<file path="src/rtl/instr_fetch.sv">
// Instruction fetch stage: owns the PC, issues word-aligned requests to instruction
// memory, buffers {pc, instr} in a prefetch FIFO for decode and flushes on redirect.
module instr_fetch #(
    parameter logic [31:0] RESET_PC   = 32'h0000_0000,
    parameter int unsigned FIFO_DEPTH = 2,
    parameter logic [31:0] NOP_INSTR  = 32'h0000_0013
) (
    input  logic        clk,
    input  logic        rst_n,
    output logic        imem_req_valid,
    input  logic        imem_req_ready,
    output logic [31:0] imem_req_addr,
    input  logic        imem_rsp_valid,
    input  logic [31:0] imem_rsp_data,
    input  logic        redirect_valid,
    input  logic [31:0] redirect_pc,
    input  logic        id_ready,
    output logic        id_valid,
    output logic [31:0] id_instr,
    output logic [31:0] id_pc
);

    localparam int unsigned AW = $clog2(FIFO_DEPTH);
    localparam int unsigned CW = $clog2(FIFO_DEPTH + 1);
    localparam logic [CW:0]   CREDIT   = (CW + 1)'(FIFO_DEPTH);
    localparam logic [CW-1:0] FULL_CNT = CW'(FIFO_DEPTH);

    logic          run;
    logic [31:0]   pc;
    logic [CW-1:0] outstanding;
    logic [CW-1:0] drop_cnt;
    logic [CW-1:0] count;
    logic [AW-1:0] rd_ptr, wr_ptr;
    logic [AW-1:0] pcq_rd, pcq_wr;

    logic [31:0]   fifo_pc    [FIFO_DEPTH];
    logic [31:0]   fifo_instr [FIFO_DEPTH];
    logic [31:0]   pcq        [FIFO_DEPTH];

    logic          req_fire;
    logic          push;
    logic          pop;
    logic [31:0]   redirect_tgt;

    // run holds requests off until the first clock edge after reset release
    always_comb begin
        redirect_tgt   = redirect_pc & 32'hFFFF_FFFC;
        imem_req_valid = run && !redirect_valid
                         && (({1'b0, outstanding} + {1'b0, count}) < CREDIT);
        imem_req_addr  = pc;
        req_fire       = imem_req_valid && imem_req_ready;
        push           = imem_rsp_valid && !redirect_valid && (drop_cnt == '0);
        id_valid       = (count != '0);
        pop            = id_valid && id_ready && !redirect_valid;
        id_instr       = id_valid ? fifo_instr[rd_ptr] : NOP_INSTR;
        id_pc          = id_valid ? fifo_pc[rd_ptr] : '0;
    end

    always_ff @(posedge clk) begin
        if (req_fire) begin
            pcq[pcq_wr] <= pc;
        end
        if (push) begin
            fifo_pc[wr_ptr]    <= pcq[pcq_rd];
            fifo_instr[wr_ptr] <= imem_rsp_data;
        end
    end

    always_ff @(posedge clk or negedge rst_n) begin
        if (!rst_n) begin
            run         <= 1'b0;
            pc          <= RESET_PC;
            outstanding <= '0;
            drop_cnt    <= '0;
            count       <= '0;
            rd_ptr      <= '0;
            wr_ptr      <= '0;
            pcq_rd      <= '0;
            pcq_wr      <= '0;
        end else begin
            run         <= 1'b1;
            outstanding <= outstanding + CW'(req_fire) - CW'(imem_rsp_valid);
            if (redirect_valid) begin
                pc     <= redirect_tgt;
                count  <= '0;
                rd_ptr <= '0;
                wr_ptr <= '0;
                pcq_rd <= '0;
                pcq_wr <= '0;
                // outstanding already includes responses marked for dropping, so every
                // word still in flight after this edge is stale, whatever drop_cnt was
                drop_cnt <= outstanding - CW'(imem_rsp_valid);
            end else begin
                if (req_fire) begin
                    pc     <= pc + 32'd4;
                    pcq_wr <= pcq_wr + AW'(1);
                end
                if (imem_rsp_valid && (drop_cnt != '0)) begin
                    drop_cnt <= drop_cnt - CW'(1);
                end
                if (push) begin
                    wr_ptr <= wr_ptr + AW'(1);
                    pcq_rd <= pcq_rd + AW'(1);
                end
                if (pop) begin
                    rd_ptr <= rd_ptr + AW'(1);
                end
                count <= count + CW'(push) - CW'(pop);
            end
        end
    end

    a_no_overflow: assert property (@(posedge clk) disable iff (!rst_n)
        !(push && (count == FULL_CNT)));

endmodule

</file>
<file path="config.mk">
export PLATFORM = sky130hd
export DESIGN_NAME = instr_fetch
export DESIGN_NICKNAME = d
export VERILOG_FILES = /design/src/rtl/instr_fetch.sv
export SDC_FILE = /design/constraint.sdc
export NUM_CORES = 1
export LEC_CHECK = 0
export BUFFER_PORTS_ARGS = -buffer_cell sky130_fd_sc_hd__buf_2
export CORE_ASPECT_RATIO = 2
export CORE_MARGIN = 3
export CORE_UTILIZATION = 45
export CTS_CLUSTER_SIZE = 10
export DETAILED_ROUTE_END_ITERATION = 8
export HOLD_SLACK_MARGIN = 0.08
export MAX_ROUTING_LAYER = met4
export PLACE_DENSITY = 0.67
export SLEW_MARGIN = 20
export SYNTH_ARGS = -nofsm -noshare
export SYNTH_HDL_FRONTEND = slang
export SYNTH_SLANG_ARGS = --single-unit
</file>
<file path="constraint.sdc">
create_clock -name clk -period 4.7 [get_ports clk]
set_input_delay 0.47 -clock clk [delete_from_list [all_inputs] [get_ports clk]]
set_output_delay 0.47 -clock clk [all_outputs]
set_load 0.01 [all_outputs]
</file>
After elaboration in Yosys (flattened, before gate mapping):

Memory sizes are Yosys's and may differ from the RTL's.
Index checks and enable logic that the tools add are counted.
Widths: inputs -> output; s select.

* bits in registers: 43
* bits in latches: 0
* bits in writable memories: 192
* bits in read-only memories: 0
* output and inout port bits: 98
* logic and storage cells: 60
* memories kept: 3

Memories
* fifo_instr: depth 2, width 32, read ports 1, clocked after memory_dff 0, wr ports 1, line 37 `logic [31:0] fifo_instr [FIFO_DEPTH];`
* fifo_pc: depth 2, width 32, read ports 1, clocked after memory_dff 0, wr ports 1, line 36 `logic [31:0] fifo_pc [FIFO_DEPTH];`
* pcq: depth 2, width 32, read ports 1, clocked after memory_dff 0, wr ports 1, line 38 `logic [31:0] pcq [FIFO_DEPTH];`

* $add $sub $neg: 12
* multipliers: 0
* div/mod/pow operators: 0
* order comparisons: 1
* eq/ne operators: 0
* shifts and indexed selects: 0
* muxes and demuxes: 19
* bitwise logic cells: 0
* reduce and logical (&&, ||, !) cells: 16

Operators with widths (count)
* $mux 32: 4
* $add 32x3->32 const B: 1
* $mux 1: 12
* $reduce_bool 2->1: 6
* $logic_and 1x1->1: 8
* $mux 2: 3
* $sub 2x1->2: 3
* $add 1x1->1 const B: 4
* $add 2x1->2: 2
* $add 2x2->3: 1
* $lt 3x2->1 const B: 1
* $logic_not 2->1: 1
* $sub 2x1->2 const B: 1
* $logic_not 1->1: 1

Depth between registers and ports, before layout:

Gate-level depths: netlist of the first run.

* depth in word-level cells: 6
* mapped depth: 10
* mapped depth without buffers: 9

Worst setup path after synthesis of the first run:

No wires, ideal clock.

* path type: reg2reg
* start: reg drop_cnt[0]
* end: mem fifo_instr[0][0] (enable)
* library setup time: 0.482 ns
* arrival time: 3.312 ns
* setup slack: 0.906 ns
* stages on the path, launching flop included: 5
* path buffers: 0
* clock period less this slack: 3.794 ns
* path through: dfrtp_1 > inv_1 > ha_1 > nand3_1 > nor2_1

* word-level cells in the longest chain between the ends: 4

Ends and longest elaborated chain
* from (decl): line 31 `logic [CW-1:0] drop_cnt;`
* from (signal assigned): line 92 `drop_cnt <= outstanding - CW'(imem_rsp_valid);`
* from (signal assigned): line 99 `drop_cnt <= drop_cnt - CW'(1);`
* $logic_not 2->1: line 52 `push = imem_rsp_valid && !redirect_valid && (drop_cnt == '0);`
* $logic_and 1x1->1: line 52
* $mux 1: line 63 `if (push) begin`
* $mux 1 (not written as such): line 65 `fifo_instr[wr_ptr] <= imem_rsp_data;`
* to (decl): line 37

No other way between the ends.

Worst setup path after layout of the first run:

* start: reg count[0]
* end: reg pc[17], in the netlist imem_req_addr[17]

* word-level cells in the longest chain between the ends: 5

Ends and longest elaborated chain
* from (decl): line 32 `logic [CW-1:0] count;`
* from (signal assigned): line 108 `count <= count + CW'(push) - CW'(pop);`
* $add 2x2->3: line 49 `&& (({1'b0, outstanding} + {1'b0, count}) < CREDIT);`
* $lt 3x2->1: line 49
* $logic_and 1x1->1: line 49
* $logic_and 1x1->1: line 51 `req_fire = imem_req_valid && imem_req_ready;`
* $reduce_bool 2->1 (no line)
* to (signal assigned): line 84 `pc <= redirect_tgt;`
* to (signal assigned): line 95 `pc <= pc + 32'd4;`
* to (decl): line 29 `logic [31:0] pc;`

No other way between the ends.
A chain may end at the register's enable or synchronous reset.

==> impl_metrics.env, run 1 <==
export IMPL_grt_util_met3_pct=2.24
export IMPL_finalSetupViolCount=0
export IMPL_antennaDiodeCount=0
export IMPL_grt_pass1_vias=5624
export IMPL_stdcell_count=1074
export IMPL_synth_area_um2=9200
export IMPL_clk_pin_slew_ns=0.06
export IMPL_final_area_um2=11000
export IMPL_die_height_um=208
export IMPL_power_leakage_uw=0.00406
export IMPL_cts_setup_buffers=0
export IMPL_dominantRegCellSynth="edfxtp_1"
export IMPL_wire_per_inst_um=16.8
export IMPL_gp_congestion=0.837
export IMPL_p_per_area_nw_per_um2=467
export IMPL_synth_area_leader_cell="edfxtp_1"
export IMPL_drc=0
export IMPL_fin_crit_sh_pct=67.4
export IMPL_crit_type="reg -> reg"
export IMPL_seq_area_frac_synth_pct=71.2
export IMPL_via_count=5509
export IMPL_hold_viol=0
export IMPL_holdCritPathClass="in -> async"
export IMPL_post_synth_cell_area_avg_um2=14.7
export IMPL_tightestPinTransition_ns=1.08
export IMPL_cts_buffer_depth=3
export IMPL_clock_root_buffer="clkbuf_16"
export IMPL_ios=168
export IMPL_core_um2=20000
export IMPL_grt_overflow=0
export IMPL_ff_latch_area_um2=6560
export IMPL_fmax_mhz=315
export IMPL_area_delta_synth_final_pct=20.0
export IMPL_cts_buffers=26
export IMPL_place_hpwl_um=12400
export IMPL_finalMaxSlewViolations=0
export IMPL_dieArea_um2=22300
export IMPL_portBuffers=161
export IMPL_ys_warn_count=0
export IMPL_rsz0062_at_grt="no"
export IMPL_worst_clock_skew_ns=0.0134
export IMPL_dpl_cell_area_um2=10300
export IMPL_dieWidth_um=107
export IMPL_maxCapViolCount=0
export IMPL_clock_sinks=225
export IMPL_worstPathArrival_ns=3.58
export IMPL_postCtsHoldBufs=0
export IMPL_critical_path_required_ns=5.11
export IMPL_cp_start_kind="flop"
export IMPL_ys_seq_elements=225
export IMPL_synth_area_leaders="edfxtp_1 60%, dfrtp_1 11%, mux2i_1 6.9%"
export IMPL_fill_cells=1629
export IMPL_fin_nets=870
export IMPL_end_kind="flop"
export IMPL_slew_headroom_pct=28.1
export IMPL_multi_input_area_um2=2470
export IMPL_cts_resized=0
export IMPL_fin_tns_setup_ns=0
export IMPL_synth_commonest_cells="184 x edfxtp_1, 90 x nor2_1, 63 x mux2i_1, 41 x dfrtp_1, 32 x nand2_1"
export IMPL_synthCells=626
export IMPL_synth_most_common_cell="edfxtp_1"
export IMPL_drive_gt1_share_pct=29.3
export IMPL_drt_iter0_drc=209
export IMPL_grt_busiest_layer="met2"
export IMPL_cts_tree="yes"
export IMPL_status="finished, final reports clean"
export IMPL_irDropWorstVdd_v=0.000297
export IMPL_synth_top_area_share_pct=60.1
export IMPL_synth_edff_count=184
export IMPL_min_period_ns=3.17
export IMPL_viasPerCell=5.13
export IMPL_row_count=73
export IMPL_dr_pass1_iters=6
export IMPL_post_route_util_pct=55.2
export IMPL_drtAntennaViolNets=0
export IMPL_cts_max_level=1
export IMPL_initial_core_util_pct=46.0
export IMPL_detail_route_wirelength_um=18000
export IMPL_dp_cells=1026
export IMPL_crit_fanout=19
export IMPL_grt_pass1_wl_um=28200
export IMPL_grt_met2_usage_pct=30.6
export IMPL_synthArstFlopShare_pct=18.2
export IMPL_grt_use_total_pct=16.2
export IMPL_grt_max_degree=64
export IMPL_clk_latency_ns=0.51
export IMPL_yosysUniqueCellTypes=46
export IMPL_use_met1_pct=17.3
export IMPL_antenna_found_initial=0
metrics by stage:
| step | total power (µW) | hold WS [ns] | setup WS [ns] |
|---|---|---|---|
| 3_5_place_dp | 3440 | 0.532 | 1.59 |
| 2_1_floorplan | 3100 | 0.174 | 0.906 |
| 3_3_place_gp | 3400 | 0.517 | 1.69 |
| 5_1_grt | 5390 | 0.135 | 1.37 |
| 6_report | 5160 | 0.124 | 1.53 |
| 4_1_cts | 5220 | 0.134 | 1.56 |
final cells by class:
| type | count | share of cell area, % |
|---|---|---|
| flip-flops and latches | 225 | 59.4 |
| multi-input cells | 356 | 22.4 |
| repair buffers | 170 | 7.91 |
| clock buffers | 47 | 6.80 |
| well taps | 262 | 2.97 |
| inverters | 13 | 0.442 |
| clock inverters | 1 | 0.0680 |
per-layer routing:
metal	part of all wire, %	wire [µm]
met2	56	10000
met1	38	6820
met5	0	0
met3	4.4	794
met4	1.9	344
cell families after synthesis:
family	after synthesis	share of synthesized area, %
multiplexers	93	10.5
adder cells (fa/ha/maj)	8	1.17
buffers and inverters	48	2.31
AND/OR/NAND/NOR	178	9.23
other	2	0.0816
flip-flops	225	71.2
AO/OA/AOI/OAI	51	3.47
XOR/XNOR	21	2.00
critical path, cell delays in order (launching register included):
cell and delay, ns:
dfrtp_1 0.42, and2_1 0.16, fa_1 0.48, nand4bb_1 0.42
or3_1 0.77, or4_1 0.61, a31oi_1 0.20
worst paths after layout:
path	from	depth (start not counted)	slack, ns	to
hold / removal	rst_n	1	0.12	imem_req_addr[18]
setup reg to reg	count[0]	6	1.53	imem_req_addr[17]
hold reg to reg	outstanding[0]	1	0.55	outstanding[0]
max in group asynchronous	rst_n	1	3.84	rd_ptr
setup / recovery	count[0]	6	1.53	imem_req_addr[17]
min in group clk	imem_rsp_data[3]	1	0.16	fifo_instr[1][3]
sequential cells by signal, summed over array words and instances (netlist names):
name and flops:
rd_ptr 1, fifo_pc 60, pcq_wr 1, pcq_rd 1
drop_cnt 2, pcq 60, outstanding 2, wr_ptr 1
imem_req_addr 30, count 2, fifo_instr 64, run 1
cell usage in the layout (no fill, tap or decap), drive strengths merged, types with 2 or more instances in the layout:
cell type / instances
edfxtp: 184
buf: 170
nor2: 90
mux2i: 63
clkbuf: 47
dfrtp: 41
nand2: 32
mux2: 30
o21ai: 18
xnor2: 17
a31oi: 16
inv: 13
o31ai: 11
or4: 11
nand3: 8
or3: 8
ha: 7
nor4: 5
conb: 5
nand4: 5
xor2: 4
or4b: 3
nor2b: 2
and3: 2
nand2b: 2
and4: 2
o31a: 2
nor3: 2
where the power goes:
part | total, µW | internal (µW) | leakage (µW) | switching [µW]
clock | 1770 | 1070 | 0.000356 | 707
combinational | 863 | 387 | 0.00155 | 475
sequential | 2520 | 2360 | 0.00215 | 160
total | 5160 | 3820 | 0.00406 | 1340
No activity file was read; power rests on OpenSTA's default activity.
==> run 2, diff against run 1 <==
--- a/config.mk
+++ b/config.mk
@@ -13,7 +13,7 @@
 export DETAILED_ROUTE_END_ITERATION = 8
 export HOLD_SLACK_MARGIN = 0.08
 export MAX_ROUTING_LAYER = met4
-export PLACE_DENSITY = 0.67
+export PLACE_DENSITY = 0.69
 export SLEW_MARGIN = 20
 export SYNTH_ARGS = -nofsm -noshare
 export SYNTH_HDL_FRONTEND = slang
==> constraint.sdc (replaced) <==
create_clock -name clk -period 2.9 [get_ports clk]
set_input_delay 0.29 -clock clk [delete_from_list [all_inputs] [get_ports clk]]
set_output_delay 0.29 -clock clk [all_outputs]
set_load 0.01 [all_outputs]
==> impl_metrics.env, run 2 (synthesis gave the netlist of run 1 again) <==
export IMPL_top_register="fifo_instr"
export IMPL_cts_buffer_depth=3
export IMPL_power_leakage_uw=0.00436
export IMPL_min_to="imem_req_addr[30]"
export IMPL_wire_per_inst_um=17.7
export IMPL_finalMaxSlewViolations=0
export IMPL_gp_congestion=0.880
export IMPL_critical_path_reg2reg_endpoint="imem_req_addr[27]"
export IMPL_final_area_um2=11700
export IMPL_critical_path_required_ns=3.31
export IMPL_clock_root_buffer="clkbuf_16"
export IMPL_antennaDiodeCount=0
export IMPL_area_delta_synth_final_pct=27.7
export IMPL_irDropWorstVdd_v=0.000397
export IMPL_post_route_util_pct=58.7
export IMPL_crit_type="reg -> reg"
export IMPL_status="finished, final reports clean"
export IMPL_worst_clock_skew_ns=0.0140
export IMPL_fin_crit_sh_pct=95.0
export IMPL_ios=168
export IMPL_final_common_cell="edfxtp_1"
export IMPL_drtAntennaViolNets=0
export IMPL_rrSetupSlack_ns=0.15
export IMPL_layout_common_cells="184 x edfxtp_1, 161 x buf_2, 86 x nor2_1"
export IMPL_portBuffers=161
export IMPL_end_kind="flop"
export IMPL_holdCritPathClass="in -> reg"
export IMPL_grt_pass1_wl_um=32100
export IMPL_grt_pass1_vias=6322
export IMPL_via_count=5912
export IMPL_hold_viol=0
export IMPL_largest_reg_flops=64
export IMPL_ff_latch_area_um2=6560
export IMPL_grt_max_degree=60
export IMPL_die_height_um=208
export IMPL_clk_pin_slew_ns=0.06
export IMPL_slew_headroom_pct=33.0
export IMPL_maxCapViolCount=0
export IMPL_timing_rr_start="count[0]"
export IMPL_dr_pass1_iters=5
export IMPL_top_regs="fifo_instr (64), fifo_pc (60), pcq (60)"
export IMPL_cts_buffers=26
export IMPL_place_hpwl_um=13600
export IMPL_dpl_cell_area_um2=10400
export IMPL_cts_max_level=1
export IMPL_worstPathArrival_ns=3.16
export IMPL_grt_overflow=0
export IMPL_drt_iter0_drc=266
export IMPL_drive_gt1_share_pct=28.1
export IMPL_row_count=73
export IMPL_rsz0062_at_grt="no"
export IMPL_dieArea_um2=22300
export IMPL_finalSetupViolCount=0
export IMPL_core_um2=20000
export IMPL_fin_nets=939
export IMPL_clock_sinks=225
export IMPL_detail_route_wirelength_um=20200
export IMPL_hold_depth=3
export IMPL_fmax_mhz=363
export IMPL_power_uw=8520
export IMPL_hp_start="redirect_pc[30]"
export IMPL_cts_tree="yes"
export IMPL_pre_cts_ws_ns=-0.0619
export IMPL_crit_fanout=19
export IMPL_fill_cells=1576
export IMPL_cp_start_kind="flop"
export IMPL_clk_latency_ns=0.51
export IMPL_min_period_ns=2.75
export IMPL_grt_use_total_pct=18.7
export IMPL_reg2reg_depth=6
export IMPL_drc=0
export IMPL_dieWidth_um=107
export IMPL_multi_input_area_um2=2490
export IMPL_initial_core_util_pct=46.0
export IMPL_setup_slack_ns=0.145
export IMPL_viasPerCell=5.17
export IMPL_tightestPinTransition_ns=1.01
export IMPL_antenna_found_initial=0
export IMPL_p_per_area_nw_per_um2=725
## run 2: cell count changes in the layout (fill, tap and decap cells not counted), sizes merged
| cell | previous run | this run |
|---|---|---|
| buf | 170 | 178 |
| dlygate4sd3 | 0 | 61 |
## run 2: routing by layer
layer  GRT usage (%)  wire length (µm)
met5               -                 0
met4            6.49               554
met3            2.14               961
met2            36.3             11600
met1            18.6              7060
## run 2: cell type report
type	count	share of cell area (%)
Clock buffer	47	6.39
Clock inverter	1	0.0639
Inverter	13	0.415
Multi-Input combinational cell	356	21.2
Sequential cell	225	55.8
Tap cell	262	2.79
Timing Repair Buffer	239	13.4
## run 2: report_power, final
group | total [µW] | internal (µW) | leakage [µW] | switching [µW]
logic | 1580 | 711 | 0.00186 | 868
registers | 4060 | 3830 | 0.00215 | 233
clock network | 2880 | 1730 | 0.000356 | 1150
## run 2: timing repair
item                                    4_1_cts  5_1_grt
hold buffers                                 61        0
cloned                                        0        0
pin swaps                                     0        1
endpoints found under the setup margin        3        7
hold endpoints to repair                    133        0
setup buffers                                 0        0
gates resized for setup                       1        1
## run 2: how the worst max path moves through the flow
stage	depth (start not counted)	endpoint	from	slack, ns
after floorplan	4	fifo_instr[0][0]	drop_cnt[0]	-0.89
after global placement	6	imem_req_addr[29]	count[0]	0.09
after detailed placement	6	imem_req_addr[27]	count[0]	-0.06
after CTS	6	imem_req_addr[28]	count[0]	0.02
after global routing	6	imem_req_addr[27]	count[0]	0.03
final	6	imem_req_addr[27]	count[0]	0.15
## run 2: worst max-delay path: stages (launching register included)
cell and delay, ns:
dfrtp_1 0.42, and2_1 0.17, fa_1 0.48, nand4bb_1 0.33, or3_4 0.51, or4b_1 0.50, a31oi_1 0.24
## run 2: stage by stage
| stage | setup TNS, ns | std cells | hold WS, ns |
|---|---|---|---|
| 6_report | 0 | 1143 | 0.102 |
| 5_1_grt | 0 | 1143 | 0.108 |
| 4_1_cts | 0 | 1143 | 0.0852 |
| 3_5_place_dp | -0.0619 | 1034 | 0.482 |
| 3_3_place_gp | 0 | 1034 | 0.480 |
| 2_1_floorplan | -110.91 | 629 | -0.00559 |
